--- config.mk ---
export PLATFORM = sky130hd
export DESIGN_NAME = com_sprom_rr_arb
export DESIGN_NICKNAME = d
export VERILOG_FILES = /design/src/rtl/com_sprom_rr_arb.sv
export SDC_FILE = /design/constraint.sdc
export NUM_CORES = 1
export LEC_CHECK = 0
export BUFFER_PORTS_ARGS = -buffer_cell sky130_fd_sc_hd__buf_2
export CAP_MARGIN = 25
export CORE_ASPECT_RATIO = 1.75
export CORE_UTILIZATION = 43
export CTS_CLUSTER_DIAMETER = 80
export DETAILED_ROUTE_END_ITERATION = 8
export MAX_ROUTING_LAYER = met4
export PLACE_DENSITY_LB_ADDON = 0.08
export RECOVER_POWER = 50
export SYNTH_ARGS = -nofsm -noshare
export SYNTH_HDL_FRONTEND = slang
export SYNTH_SLANG_ARGS = --single-unit
--- constraint.sdc ---
create_clock -name clk -period 2.3 [get_ports clk]
set_input_delay 0.46 -clock clk [delete_from_list [all_inputs] [get_ports clk]]
set_output_delay 0.46 -clock clk [all_outputs]
set_load 0.005 [all_outputs]
--- src/rtl/com_sprom_rr_arb.sv ---
// Round-robin arbiter and read sequencer sharing one single-port ROM (1-cycle latency)
// among REQ_N requesters, with a credit-checked in-order response FIFO.

`ifndef COM_SYS_W
`define COM_SYS_W 16
`endif

module com_sprom_rr_arb #(
  parameter int unsigned REQ_N     = 4,
  parameter int unsigned DATA_W    = 32,
  parameter int unsigned DEPTH     = 64,
  parameter int unsigned RSP_DEPTH = 2,
  localparam int unsigned ADDR_W   = $clog2(DEPTH)
) (
  input  logic                    clk,
  input  logic                    rst_n,
  input  logic [`COM_SYS_W-1:0]   sys_cfg,
  input  logic [REQ_N-1:0]        req_vld,
  input  logic [REQ_N*ADDR_W-1:0] req_addr,
  output logic [REQ_N-1:0]        req_rdy,
  output logic [REQ_N-1:0]        rsp_vld,
  output logic [DATA_W-1:0]       rsp_data,
  input  logic [REQ_N-1:0]        rsp_rdy,
  output logic                    busy,
  output logic                    rom_rd_en,
  output logic [ADDR_W-1:0]       rom_rd_addr,
  input  logic [DATA_W-1:0]       rom_rd_data,
  output logic [`COM_SYS_W-1:0]   rom_sys_cfg
);

  localparam int unsigned REQ_W  = $clog2(REQ_N);
  localparam int unsigned FIDX_W = $clog2(RSP_DEPTH);
  localparam int unsigned CNT_W  = $clog2(RSP_DEPTH + 1);

  logic [REQ_W-1:0]  rr_ptr;
  logic              inflight;
  logic [REQ_W-1:0]  inflight_owner;
  logic              inflight_oor;

  logic [REQ_W-1:0]  fifo_owner [RSP_DEPTH];
  logic [DATA_W-1:0] fifo_data  [RSP_DEPTH];
  logic [FIDX_W-1:0] rd_idx;
  logic [FIDX_W-1:0] wr_idx;
  logic [CNT_W-1:0]  fifo_cnt;

  logic              head_vld;
  logic [REQ_W-1:0]  head_owner;
  logic              pop;
  logic              push;
  logic              credit_ok;
  logic              gnt_found;
  logic              gnt_vld;
  logic [REQ_W-1:0]  gnt_idx;
  logic [REQ_W-1:0]  cand;
  logic [ADDR_W-1:0] sel_addr;
  logic              sel_oor;

  function automatic logic [FIDX_W-1:0] idx_next(input logic [FIDX_W-1:0] idx);
    return (32'(idx) == RSP_DEPTH - 1) ? '0 : idx + FIDX_W'(1);
  endfunction

  assign head_vld   = (fifo_cnt != '0);
  assign head_owner = fifo_owner[rd_idx];
  assign pop        = head_vld & rsp_rdy[head_owner];
  assign push       = inflight;

  // A grant needs a FIFO slot for its data after the in-flight read and any pop this cycle.
  assign credit_ok = (32'(fifo_cnt) + 32'(inflight)) < (RSP_DEPTH + 32'(pop));

  // Round-robin search starting just above the last winner, wrapping at REQ_N.
  always_comb begin
    gnt_found = 1'b0;
    gnt_idx   = '0;
    cand      = '0;
    for (int unsigned i = 1; i <= REQ_N; i++) begin
      cand = REQ_W'((32'(rr_ptr) + i) % REQ_N);
      if (!gnt_found && req_vld[cand]) begin
        gnt_found = 1'b1;
        gnt_idx   = cand;
      end
    end
  end

  assign sel_addr = req_addr[32'(gnt_idx) * ADDR_W +: ADDR_W];
  assign sel_oor  = (32'(sel_addr) >= DEPTH);
  assign gnt_vld  = rst_n & gnt_found & credit_ok;

  always_comb begin
    req_rdy     = '0;
    rom_rd_en   = 1'b0;
    rom_rd_addr = '0;
    if (gnt_vld) begin
      req_rdy[gnt_idx] = 1'b1;
      rom_rd_en        = ~sel_oor;
      rom_rd_addr      = sel_addr;
    end
  end

  always_comb begin
    rsp_vld  = '0;
    rsp_data = '0;
    if (head_vld) begin
      rsp_vld[head_owner] = 1'b1;
      rsp_data            = fifo_data[rd_idx];
    end
  end

  assign busy        = inflight | head_vld;
  assign rom_sys_cfg = sys_cfg;

  // Grant pointer and the single read-in-flight stage.
  always_ff @(posedge clk or negedge rst_n) begin
    if (!rst_n) begin
      rr_ptr         <= REQ_W'(REQ_N - 1);
      inflight       <= 1'b0;
      inflight_owner <= '0;
      inflight_oor   <= 1'b0;
    end else begin
      inflight <= gnt_vld;
      if (gnt_vld) begin
        rr_ptr         <= gnt_idx;
        inflight_owner <= gnt_idx;
        inflight_oor   <= sel_oor;
      end
    end
  end

  always_ff @(posedge clk or negedge rst_n) begin
    if (!rst_n) begin
      rd_idx   <= '0;
      wr_idx   <= '0;
      fifo_cnt <= '0;
      for (int unsigned i = 0; i < RSP_DEPTH; i++) begin
        fifo_owner[i] <= '0;
        fifo_data[i]  <= '0;
      end
    end else begin
      if (push) begin
        fifo_owner[wr_idx] <= inflight_owner;
        fifo_data[wr_idx]  <= inflight_oor ? '0 : rom_rd_data;
        wr_idx             <= idx_next(wr_idx);
      end
      if (pop) begin
        rd_idx <= idx_next(rd_idx);
      end
      if (push && !pop) begin
        fifo_cnt <= fifo_cnt + CNT_W'(1);
      end else if (pop && !push) begin
        fifo_cnt <= fifo_cnt - CNT_W'(1);
      end
    end
  end

  a_no_push_full: assert property (@(posedge clk) disable iff (!rst_n)
    !(push && (32'(fifo_cnt) == RSP_DEPTH)));

endmodule

==> qor.csv <==
stage;metric;value;unit
global_routing;GRT overflow;0;
yosys;main combinational cell family by area after synthesis;multiplexers;
timing;Rel. slew slack;0.289;
floorplanning;Chip Width;74.6;microns
critical_path;critical path startpoint;rr_ptr[1]$_DFFE_PN1P_;
power_and_ir_drop;net load switching power;2700;uW
global_routing;largest net degree at the start of global routing;66;
floorplanning;die footprint;9620;sq um
placement;I/O Buffers;113;
yosys;top cells by count, synth;dfrtp_1, mux2_2, nor2_1, mux2i_1, buf_4;
critical_path;WP data required;1.84;ns
clocking;CTS max path bufs;2;
yosys;top cell type's share of synthesized area;0.474;
route;DRT iter0 DRCs;112;
critical_path;crit-path cells;a31oi_4 > a21oi_2 > buf_6 > mux4_2 > and2_4 > buf_6;
outcome;status;finished, violations left;
finish;area of the multi-input gates;1900;sq um
clocking;CTS tree;built;
yosys;syn nets;401;
finish;Finished Core Util;0.574;
critical_path;crit-path max FO;7;
route;via count;2831;
floorplanning;Die Ht;129;microns
critical_path;WP data arrival;2.16;ns
power_and_ir_drop;sequential power share;0.320;
yosys;Netlist cell types;43;
critical_path;nature of the critical path endpoint;primary output;
route;met3 routed WL;470;microns
critical_path;path type of the worst setup path;flip-flop to primary output;
route;ANT nets after route;0;
yosys;register area share after synthesis;0.487;
timing;final max-slew violation count;0;
critical_path;R2R cell count;4;
clocking;Root Driver;clkbuf_16;
critical_path;reg2reg end;fifo_data[52]$_DFFE_PN0P_;
critical_path;number of cells on the critical path;6;
timing;Final Hold Viols;0;
yosys;count leader, synth;dfrtp_1;
clocking;Num Clock Sinks;77;
power_and_ir_drop;Switching Share;0.342;
critical_path;setup slack, reg-to-reg;0.08;ns
yosys;multiplexer share of the synthesized area;0.323;
timing;Setup Viol. Count Final;11;
hold_path;Hold Crit Class;primary input to asynchronous set/reset pin;
yosys;Post-synth EDFFs;0;
clocking;Num CTS Buffers;9;
timing;unrepaired setup endpoints after global routing;true;
yosys;asr flop ratio synth;1.00;
floorplanning;# IOs;146;
critical_path;Slowest cell on crit path;dfstp_2;
finish;proportion of layout cells with a drive suffix above 1;0.574;
route;Highest Signal Layer;met4;
clocking;CTS Hold Bufs;0;
floorplanning;row count;46;
timing;fin crit share;1.14;
yosys;Synth Area in Compound Gates;0.0347;
floorplanning;core footprint;8980;sq um
power_and_ir_drop;internal power;5200;uW
route;met2 WL post-DR;4.50;mm
yosys;Main synth FF type;dfrtp_1;
timing;Setup WS post-layout;-0.323;ns
timing;shortest period the worst path allows;2.62;ns
clocking;Worst-path clk slew;0.06;ns
yosys;Ys Warns;0;
placement;DP Wirelength;5.88;mm
yosys;Post-Synth Simple-Gate Area;0.0783;
route;Total Routed Length;8.73;mm
power_and_ir_drop;Clock power frac;0.174;
clocking;H-tree depth;3;
power_and_ir_drop;Max VDD drop;0.000830;V
critical_path;CP endpoint;rom_rd_addr[4];
yosys;Post-Synthesis Cells;316;
critical_path;Startpoint Class;flip-flop;
yosys;synthesized area per cell;12.5;sq um
critical_path;worst reg2reg startpoint;inflight$_DFF_PN0_;
global_routing;Tot GR Track Use;0.194;
yosys;number of synthesized register bits;77;
route;DRC viols;0;
global_routing;initial antenna violation count;0;
global_routing;vias in the first global route;2882;
finish;fin nets;521;
critical_path;worst stage delay on the critical path;0.61;ns
route;drt wl/cell;15.6;microns
yosys;Post-Synth Adder-Cell Area;0.00948;
outcome;failing checks;negative setup slack;
critical_path;critical path buffer and inverter count;2;
power_and_ir_drop;PwrDens;1530;nW/um^2
power_and_ir_drop;Leakage;0.00248;uW
yosys;Synth Area in XOR/XNOR;0.0111;
job;max-cap violations;0;
yosys;largest cells by area after synthesis;dfrtp_1, mux2_2, mux2i_1, nor2_1, mux4_2;
timing;clk_skew;0.00475;ns
global_routing;first-pass GRT wire length;13.6;mm
clocking;clock latency on the worst-skew pair;0.33;ns
route;M1 wire length;3.67;mm
power_and_ir_drop;Pwr Total;7900;uW
power_and_ir_drop;combinational power share;0.506;
route;DR vias/cell;5.05;
finish;register area;1930;sq um
floorplanning;Initial Util;0.441;
finish;Ant. Diodes;0;
finish;Fill cells;809;
critical_path;cell mode on critical path;buf_6;
critical_path;delay-heaviest family, CP;flip-flops;
yosys;Synth Cell Area;3960;sq um
route;DRT Pass-1 Iters;4;
timing;max frequency;0.381;GHz
finish;Layout area overhead;30.0;%
placement;gp weighted congestion;0.731;
yosys;Synth area leader;dfrtp_1;
timing;Slew @ Worst Pin;1.06;ns
==> placed cells by master (no fill, tap or decap), types with 4 or more instances in the layout <==
master and n:
mux4_2 6, dfrtp_1 72, buf_4 19, clkbuf_16 9
nand2b_1 5, and2_4 4, buf_2 108, mux2i_1 33
nor2_1 36, buf_6 8, inv_1 5, clkinv_2 5
mux2_2 68
==> final cells by class <==
class	count	share of cell area
clock buffers	9	0.0437
clock inverters	7	0.0124
inverters	6	0.00486
multi-input cells	200	0.369
flip-flops and latches	77	0.375
well taps	120	0.0291
repair buffers	142	0.165
==> cell families (layout without fill, tap and decap cells) <==
| kind of cell | after synthesis | in the layout |
|---|---|---|
| flip-flops | 77 | 77 |
| buffers and inverters | 39 | 164 |
| XOR/XNOR | 5 | 5 |
| AO/OA/AOI/OAI | 16 | 16 |
| multiplexers | 111 | 111 |
| AND/OR/NAND/NOR | 65 | 65 |
| adder cells (fa/ha/maj) | 3 | 3 |
==> what timing repair did <==
action | 4_1_cts | 5_1_grt
pin swaps | 4 | 17
endpoints found under the setup margin | 11 | 40
resized for setup | 12 | 24
gates cloned | 0 | 1
setup buffers | 6 | 4
==> sequential cells by signal, indices dropped and copies added (netlist names) <==
| name | cells |
|---|---|
| fifo_data | 64 |
| fifo_owner | 4 |
| fifo_cnt | 2 |
| inflight_owner | 2 |
| rr_ptr | 2 |
| inflight | 1 |
| rd_idx | 1 |
| wr_idx | 1 |
==> metrics by stage <==
stage | setup TNS [ns] | instance area [sq um] | hold slack (ns) | instances | worst slack (ns)
CTS | -3.17 | 5030 | 0.0697 | 557 | -0.336
detailed placement | -0.417 | 4670 | 0.429 | 535 | -0.0717
global placement | -0.182 | 4670 | 0.438 | 535 | -0.0321
global route | -4.13 | 5150 | 0.365 | 561 | -0.407
floorplan | 0 | 3960 | 0.164 | 316 | 0.0568
finish | -2.99 | 5150 | 0.344 | 561 | -0.323
==> worst min-delay path by stage <==
stage,from,to,slack [ns],cells after the start
2_1_floorplan,rst_n,fifo_cnt[0]$_DFFE_PN0P_,0.16,0
5_1_grt,rom_rd_data[5],fifo_data[5]$_DFFE_PN0P_,0.36,2
6_report,rst_n,fifo_data[0]$_DFFE_PN0P_,0.34,2
3_3_place_gp,rst_n,fifo_data[26]$_DFFE_PN0P_,0.44,2
4_1_cts,rst_n,fifo_data[32]$_DFFE_PN0P_,0.07,2
3_5_place_dp,rst_n,fifo_data[1]$_DFFE_PN0P_,0.43,2
==> power by group through the flow <==
stage	clock [uW]	sequential, uW	combinational [uW]
after global routing	1460	2630	4420
after CTS	1420	2510	3860
after floorplan	0	2410	2480
after detailed placement	0	2540	3710
final	1370	2530	4000
after global placement	0	2510	3640
==> routing by layer <==
| layer | vias to the layer above | GRT usage |
|---|---|---|
| li1 | 1334 | - |
| met1 | 1396 | 0.228 |
| met2 | 95 | 0.311 |
| met3 | 6 | 0.0556 |
| met4 | 0 | 0.0710 |
| met5 | - | - |
No activity file was read; power rests on OpenSTA's default activity.
